--- src/rtl/modexp_ctrl.sv ---
// Left-to-right square-and-multiply sequencer for a MonPro Montgomery datapath.
// Holds the exponent and control state; issues one MonPro op at a time.
module modexp_ctrl #(
  parameter  int DATA_WIDTH = 64,
  parameter  int NUM_WORDS  = 16,
  localparam int KEY_BITS   = DATA_WIDTH * NUM_WORDS
) (
  input  logic                  clk,
  input  logic                  reset,
  input  logic                  start,
  input  logic                  e_valid,
  input  logic [DATA_WIDTH-1:0] e_word,
  output logic                  e_ready,
  output logic                  busy,
  output logic                  done,
  output logic                  mp_start,
  output logic [1:0]            mp_a_sel,
  output logic [1:0]            mp_b_sel,
  output logic                  mp_dst_sel,
  input  logic                  mp_done,
  output logic [3:0]            state,
  output logic [9:0]            bit_idx,
  output logic [11:0]           op_count
);

  localparam int WCW = (NUM_WORDS > 1) ? $clog2(NUM_WORDS) : 1;

  typedef enum logic [3:0] {
    S_IDLE  = 4'd0,
    S_LOAD  = 4'd1,
    S_PRE_M = 4'd2,
    S_PRE_X = 4'd3,
    S_SCAN  = 4'd4,
    S_SQR   = 4'd5,
    S_MUL   = 4'd6,
    S_NEXT  = 4'd7,
    S_POST  = 4'd8,
    S_DONE  = 4'd9
  } state_t;

  // Operand select codes as seen by the datapath muxes.
  localparam logic [1:0] A_X = 2'd0, A_MBAR = 2'd1, A_M  = 2'd2, A_ONE = 2'd3;
  localparam logic [1:0] B_X = 2'd0, B_R2   = 2'd2, B_ONE = 2'd3;
  localparam logic       D_X = 1'b0, D_MBAR = 1'b1;

  state_t                state_q, state_d;
  logic [KEY_BITS-1:0]   e_q, e_d;
  logic [WCW-1:0]        word_cnt_q, word_cnt_d;
  logic [9:0]            bit_idx_q, bit_idx_d;
  logic [11:0]           op_count_q, op_count_d;
  logic                  e_ready_q, e_ready_d;
  logic                  busy_q, busy_d;
  logic                  done_q, done_d;
  logic                  mp_start_q, mp_start_d;
  logic [1:0]            a_sel_q, a_sel_d;
  logic [1:0]            b_sel_q, b_sel_d;
  logic                  dst_sel_q, dst_sel_d;
  logic                  mp_ack;
  logic                  entering_op;

  function automatic logic is_op(input state_t s);
    return (s == S_PRE_M) || (s == S_PRE_X) || (s == S_SQR) ||
           (s == S_MUL)   || (s == S_POST);
  endfunction

  // A completion arriving in the launch cycle belongs to no op of ours.
  assign mp_ack = mp_done && !mp_start_q;

  always_comb begin
    state_d     = state_q;
    e_d         = e_q;
    word_cnt_d  = word_cnt_q;
    bit_idx_d   = bit_idx_q;
    op_count_d  = op_count_q;
    a_sel_d     = a_sel_q;
    b_sel_d     = b_sel_q;
    dst_sel_d   = dst_sel_q;
    entering_op = 1'b0;

    case (state_q)
      S_IDLE: begin
        if (start) begin
          state_d    = S_LOAD;
          op_count_d = '0;
          word_cnt_d = '0;
        end
      end
      S_LOAD: begin
        if (e_valid && e_ready_q) begin
          e_d[DATA_WIDTH*word_cnt_q +: DATA_WIDTH] = e_word;
          if (word_cnt_q == WCW'(NUM_WORDS - 1)) begin
            state_d    = S_PRE_M;
            word_cnt_d = '0;
          end else begin
            word_cnt_d = word_cnt_q + WCW'(1);
          end
        end
      end
      S_PRE_M: if (mp_ack) state_d = S_PRE_X;
      S_PRE_X: begin
        if (mp_ack) begin
          state_d   = S_SCAN;
          bit_idx_d = 10'(KEY_BITS - 1);
        end
      end
      S_SCAN: begin
        if (e_q[bit_idx_q])          state_d = S_SQR;
        else if (bit_idx_q == '0)    state_d = S_POST;
        else                         bit_idx_d = bit_idx_q - 10'd1;
      end
      S_SQR:   if (mp_ack) state_d = e_q[bit_idx_q] ? S_MUL : S_NEXT;
      S_MUL:   if (mp_ack) state_d = S_NEXT;
      S_NEXT: begin
        if (bit_idx_q == '0) begin
          state_d = S_POST;
        end else begin
          state_d   = S_SQR;
          bit_idx_d = bit_idx_q - 10'd1;
        end
      end
      S_POST:  if (mp_ack) state_d = S_DONE;
      S_DONE:  state_d = S_IDLE;
      default: state_d = S_IDLE;
    endcase

    // Launch, count and latch selects on the first cycle of each op state.
    entering_op = is_op(state_d) && (state_d != state_q);
    if (entering_op) begin
      op_count_d = op_count_q + 12'd1;
      case (state_d)
        S_PRE_M: begin a_sel_d = A_M;    b_sel_d = B_R2;  dst_sel_d = D_MBAR; end
        S_PRE_X: begin a_sel_d = A_ONE;  b_sel_d = B_R2;  dst_sel_d = D_X;    end
        S_SQR:   begin a_sel_d = A_X;    b_sel_d = B_X;   dst_sel_d = D_X;    end
        S_MUL:   begin a_sel_d = A_MBAR; b_sel_d = B_X;   dst_sel_d = D_X;    end
        S_POST:  begin a_sel_d = A_X;    b_sel_d = B_ONE; dst_sel_d = D_X;    end
        default: begin a_sel_d = a_sel_q; b_sel_d = b_sel_q; dst_sel_d = dst_sel_q; end
      endcase
    end

    mp_start_d = entering_op;
    busy_d     = (state_d != S_IDLE);
    done_d     = (state_d == S_DONE);
    e_ready_d  = (state_d == S_LOAD);
  end

  always_ff @(posedge clk) begin
    if (!reset) begin
      state_q    <= S_IDLE;
      e_q        <= '0;
      word_cnt_q <= '0;
      bit_idx_q  <= '0;
      op_count_q <= '0;
      e_ready_q  <= 1'b0;
      busy_q     <= 1'b0;
      done_q     <= 1'b0;
      mp_start_q <= 1'b0;
      a_sel_q    <= '0;
      b_sel_q    <= '0;
      dst_sel_q  <= 1'b0;
    end else begin
      state_q    <= state_d;
      e_q        <= e_d;
      word_cnt_q <= word_cnt_d;
      bit_idx_q  <= bit_idx_d;
      op_count_q <= op_count_d;
      e_ready_q  <= e_ready_d;
      busy_q     <= busy_d;
      done_q     <= done_d;
      mp_start_q <= mp_start_d;
      a_sel_q    <= a_sel_d;
      b_sel_q    <= b_sel_d;
      dst_sel_q  <= dst_sel_d;
    end
  end

  assign e_ready    = e_ready_q;
  assign busy       = busy_q;
  assign done       = done_q;
  assign mp_start   = mp_start_q;
  assign mp_a_sel   = a_sel_q;
  assign mp_b_sel   = b_sel_q;
  assign mp_dst_sel = dst_sel_q;
  assign state      = state_q;
  assign bit_idx    = bit_idx_q;
  assign op_count   = op_count_q;

endmodule

--- config.mk ---
export PLATFORM = sky130hd
export DESIGN_NAME = modexp_ctrl
export DESIGN_NICKNAME = d
export VERILOG_FILES = /design/src/rtl/modexp_ctrl.sv
export SDC_FILE = /design/constraint.sdc
export NUM_CORES = 2
export LEC_CHECK = 0
export ABC_AREA = 0
export BUFFER_PORTS_ARGS = -buffer_cell sky130_fd_sc_hd__buf_4
export CAP_MARGIN = 10
export CELL_PAD_IN_SITES_DETAIL_PLACEMENT = 1
export CELL_PAD_IN_SITES_GLOBAL_PLACEMENT = 2
export CORE_ASPECT_RATIO = 0.9
export CORE_MARGIN = 10
export CORE_UTILIZATION = 39
export CTS_CLUSTER_SIZE = 25
export DETAILED_ROUTE_END_ITERATION = 10
export PLACE_DENSITY = 0.77
export SYNTH_ARGS = -nofsm -noshare
export SYNTH_HDL_FRONTEND = slang
export SYNTH_SLANG_ARGS = --single-unit
--- constraint.sdc ---
create_clock -name clk -period 4.9 [get_ports clk]
set_input_delay 0.98 -clock clk [delete_from_list [all_inputs] [get_ports clk]]
set_output_delay 0.98 -clock clk [all_outputs]
set_load 0.02 [all_outputs]
### Yosys cells after proc, flatten, opt, wreduce, memory -nomap -nowiden

Index checks and enable logic that the tools add are counted.

| word-level totals | value |
|---|---|
| output and inout bits | 35 |
| bits of input ports | 69 |
| register bits | 1063 |
| logic and storage cells | 99 |

| operators by class | value |
|---|---|
| order comparisons | 1 |
| shift operators | 2 |
| reductions and logical operators | 29 |
| multiplexer cells | 30 |
| equality and inequality tests | 21 |
| add/sub/neg operators | 4 |

Operators by type and width:

| kind | count |
|---|---|
| bitwise mux 1024 bit | 1 |
| variable shift 64 x 34 -> 1024 bit, first input constant | 1 |
| variable part select 64 x 34 -> 1024 bit | 1 |
| two-way mux 4 bit | 14 |
| two-way mux 12 bit | 3 |
| one-hot mux 4 bit (9 select lines) | 1 |
| negation 10 -> 34 bit | 1 |
| two-way mux 10 bit | 3 |
| one-hot mux 10 bit (3 select lines) | 1 |
| == test 4 x 3 -> 1 bit, second input constant | 6 |
| == test 4 x 2 -> 1 bit, second input constant | 4 |
| == test 4 bit, second input constant | 4 |
| adder 12 x 1 -> 12 bit, second input constant | 1 |
| less-than comparator 10 x 11 -> 1 bit, second input constant | 1 |
| binary-select mux 1 bit (select 10 bit) | 1 |
| logical NOT 10 bit | 1 |
| AND reduction 2 bit | 5 |
| subtractor 10 x 1 -> 10 bit, second input constant | 1 |
| == test 4 x 1 -> 1 bit, second input constant | 2 |
| inequality test 2 bit, second input constant | 4 |
| one-hot mux 2 bit (4 select lines) | 1 |
| one-hot mux 4 bit (2 select lines) | 1 |
| nonzero test 2 bit | 4 |
| nonzero test 4 bit | 2 |
| 13 further kinds | 23 |

### Depth between registers and ports, before layout

| logic depth | value |
|---|---|
| word-level depth | 13 |
| gate-level depth with buffers | 18 |

### Worst setup path after synthesis

OpenSTA, ideal clock, no wires.

| timing path | value |
|---|---|
| path type | register to register |
| start | register bit_idx_q[0], in the netlist bit_idx[0] |
| end | register op_count_q[11], in the netlist op_count[11] |
| slack | 787 ps |
| setup time | 122 ps |
| arrival | 3991 ps |
| data required time | 4778 ps |
| cell stages (with the launch flop) | 16 |
| cell sequence | dfxtp_1 -> buf_6 -> buf_8 -> buf_2 -> mux4_2 -> mux2i_1 -> o32ai_1 -> a21oi_1 -> o31ai_1 -> or4_4 -> a211oi_4 -> a21oi_2 -> o41a_4 -> and2_4 -> buf_6 -> a221o_1 |

| between the ends | value |
|---|---|
| cells in the longest elaborated chain, start to end | 13 |
| elaborated cells on any way between the ends | 24 |
| those cells by class | 6 x eq/ne; 9 x mux; 9 x reduce/logical |

RTL lines:

| element | line | text |
|---|---|---|
| start: declaration | 49 | `logic [9:0] bit_idx_q, bit_idx_d;` |
| start signal: assignment | 164 | `bit_idx_q <= bit_idx_d;` |
| binary-select mux 1 bit (select 10 bit) | 107, 111 |  |
| two-way mux 1 bit (not written as such) | 107, 111 |  |
| two-way mux 1 bit | 111 | `S_SQR: if (mp_ack) state_d = e_q[bit_idx_q] ? S_MUL : S_NEXT;` |
| two-way mux 4 bit | 111 |  |
| one-hot mux 4 bit (9 select lines) (*) | 80 | `case (state_q)` |
| == test 4 x 2 -> 1 bit | 62 | `return (s == S_PRE_M) \|\| (s == S_PRE_X) \|\| (s == S_SQR) \|\|` |
| logical OR 1 bit (3 in a row) | 62 |  |
| logical OR 1 bit | 63 | `(s == S_MUL) \|\| (s == S_POST);` |
| logical AND 1 bit (*) | 127 | `entering_op = is_op(state_d) && (state_d != state_q);` |
| nonzero test 2 bit (no source line) | n/a |  |
| AND reduction 2 bit (no source line) | n/a |  |
| end signal: assignment | 165 | `op_count_q <= op_count_d;` |
| end: declaration | 50 | `logic [11:0] op_count_q, op_count_d;` |

Mark *: on every way between the ends. The rest lies on a longest branch, timed or not. The select of a mux whose other input is x is not followed.
A chain may end at the register's enable or synchronous reset.

### Worst setup path in the final report

| timing path | value |
|---|---|
| start | register bit_idx_q[0], in the netlist bit_idx[0] |
| end | register op_count_q[6], in the netlist op_count[6] |

The elaborated chain is that of the path after synthesis.

==> results.cfg <==
[placed_design]
finalWeightedCongestion = 0.888
portBuffers = 103
dpl.hpwl_mm = 133
placed_area_um2 = 51100

[routing]
vias = 45900
wl_met2_mm = 97.4
ant_nets = 0
route.met3.wl_mm = 14.2
viasPerCell = 6.25
dr.pass1.iters = 8
top_layer = met5
drt_iter0_drc = 4190
wl_per_cell_um = 29.0
drc = 0
wl_met1_mm = 92.4
drt_wl_total_mm = 213

[min_path]
whs_path_depth = 2
hold_class = reg -> reg
min_from = e_q[281]
whs_endpoint = e_q[281]

[critical_path]
r2r_slack_ps = 80
r2r_end = op_count[6]
rr_startpoint = bit_idx[0]
crit_fanout = 28
cp.required_ps = 5520
rr_worst_depth = 14
start_kind = flip-flop
critPathArrivalTime_ps = 5450
end_kind = flip-flop
worst-setup-path-type = reg -> reg

[floorplanning]
dieArea_um2 = 139000
start_util = 0.393
coreArea_um2 = 123000
fp.dieH_um = 355
io_pins = 104
rows = 122
die_w_um = 392

[grt]
grt_use_total = 0.295
grt_antenna_before_repair = 5
grt_start_max_net_pins = 114
grt-ovfl-total = 0
grt_pass1_vias = 45300
grt_pass1_wl_mm = 313

[logic_synthesis]
synth.avg_cell_area_um2 = 8.36
synth_area_leader_cell = dfxtp_1
yosysUniqueCellTypes = 85
synth_nets = 5882
synthCells = 5808
synth_area_um2 = 48500
ys_top_cells_by_area = dfxtp_1 44%, a21oi_1 11%, mux4_2 10%, nand2_1 6.9%, clkbuf_1 4.4%
synth_edf_count = 0
ys.flop_type = dfxtp_1
synth-async-reset-ratio = 0
synth-seq-cells = 1063
yosysWarnings = 0
synth_top_area_frac = 0.438
yosysSeqAreaShare = 0.438

[clock_network]
cts-root-buf = clkbuf_16
cts.clk_slew.worst_paths_ps = 60
numClockSinks = 1063
hold_buffers = 0
cts.path.max_buffers = 3
cts_max_level = 3
cts_buffers = 119
clk_latency_ps = 750
cts_tree = built

[layout]
fin_area_um2 = 55500
area_growth_syn_to_layout_pct = 14.4
drive_gt1_frac = 0.153
final_core_util = 0.450
nets = 5710

[timing]
tightest_slew_ps = 1240
slew_headroom = 0.173
setup_viol = 0
fin_worst_skew_ps = 19.5
post-route-period-util = 0.984
worst_hold_slack_ps = 449
fin_crit_ps = 4820
maxSlewViolCount = 0
clock.fmax_mhz = 207
hold_viol = 0

[power_and_ir_drop]
power.density_nw_per_um2 = 350
p_leak_nw = 17.5
ir_drop_mv = 0.255

[outcome]
status = finished, final reports clean

[flow_run]
max-cap-violations = 0
==> report_power, final <==
| group | switching [mW] | total [mW] | internal [mW] |
|---|---|---|---|
| combinational | 0.957 | 1.10 | 0.145 |
| clock | 3.96 | 9.66 | 5.71 |
| sequential | 0.00617 | 8.65 | 8.65 |
| total | 4.92 | 19.4 | 14.5 |
==> worst max-delay path by stage <==
| stage | to | slack (ps) | cells after the start | startpoint |
|---|---|---|---|---|
| floorplan | op_count[11] | 790 | 15 | bit_idx[0] |
| global placement | bit_idx[2] | -700 | 18 | bit_idx[2] |
| detailed placement | bit_idx[2] | -230 | 17 | bit_idx[2] |
| CTS | op_count[6] | 10 | 14 | bit_idx[0] |
| global route | op_count[5] | -7 | 15 | bit_idx[0] |
| finish | op_count[6] | 80 | 14 | bit_idx[0] |
==> kinds of logic (layout without fill, tap and decap cells) <==
group,count (synthesis),count (layout),share of synthesized area
and+or+nand+nor,2475,2475,0.233
AOI/OAI and AO/OA,1268,1268,0.142
buffers and inverters,663,590,0.0579
other,0,1,0
DFF,1063,1063,0.438
xor gates and xnor gates,13,13,0.00235
adders and majority gates,5,5,0.00129
muxes,321,321,0.125
==> worst max-delay path, cell delays in order, from the launching register on <==
cell       delay (ps)
dfxtp_4           520
buf_16            270
buf_4             210
mux4_2            260
a22oi_1           110
a211oi_1          910
a2111oi_2         190
buf_4             190
nor3_1            330
a211oi_4          170
buf_12            160
o211a_1           250
o41a_4            570
and2_4            230
a221o_1           290
==> cells in the mapped netlist (34+ instances only) <==
master and count:
a21oi_1 1067, buf_2 34, clkbuf_1 564, dfxtp_1 1063, mux2i_1 75, mux4_2 225, nand2_1 893, nand3_1 405
nand4_1 288, nor2_1 408, nor3_1 360, o22ai_1 37
==> cells in the final DEF, fill, tap and decap left out, drive strengths merged, types with 8 or more instances in the layout <==
master / Yosys / layout
a21oi: 1068 / 1068
dfxtp: 1063 / 1063
nand2: 893 / 893
nor2: 409 / 409
nand3: 406 / 406
nor3: 360 / 360
buf: 78 / 346
nand4: 288 / 288
mux4: 225 / 225
clkbuf: 564 / 171
mux2i: 75 / 75
o22ai: 37 / 37
clkinv: 1 / 31
o21ai: 23 / 23
inv: 20 / 23
nand2b: 22 / 22
mux2: 21 / 21
a22oi: 21 / 21
nor2b: 20 / 20
a211oi: 19 / 19
bufinv: 0 / 15
and3: 15 / 15
nor4: 14 / 14
and2: 14 / 14
a2111oi: 14 / 14
xnor2: 12 / 12
a31oi: 12 / 12
or3: 8 / 8
or2: 8 / 8
==> final cells by class <==
cell class                 instances  area (µm²)
tap                             1612        2020
antenna                            1        2.50
clock buffer                     168        3470
clock inverter                    52         684
fill                           14300       67800
multi-input combinational       4082       24800
inverter                          21        86.3
timing repair buffer             349        3210
sequential                      1063       21300
==> flip-flops by register name (all words and copies together), names as in the netlist <==
register / cells
bit_idx: 10
busy: 1
done: 1
e_q: 1024
e_ready: 1
mp_a_sel: 2
mp_b_sel: 2
mp_dst_sel: 1
mp_start: 1
op_count: 12
state: 4
word_cnt_q: 4
==> layer usage <==
metal,up-vias,track usage
met1,23500,0.400
met2,1622,0.468
li1,20400,-
met4,8,0.116
met5,-,0
met3,427,0.0473
==> through the flow <==
stage	setup TNS, ps	power [mW]	setup WS (ps)	std cells
2_1_floorplan	0	9.37	787	5808
3_3_place_gp	-13890	9.92	-702	7112
3_5_place_dp	-1510	9.92	-235	7114
4_1_cts	0	19.5	11.2	7336
5_1_grt	-12.3	19.9	-6.74	7347
6_report	0	19.4	76.1	7348
==> what timing repair did <==
action / 4_1_cts / 5_1_grt
setup endpoints to repair: 20 / 23
gates cloned: 0 / 3
setup buffers: 2 / 8
pin swaps: 0 / 2
gates resized for setup: 4 / 16
endpoints found under the hold margin: 0 / 0
Power figures use the tool's default switching activity.
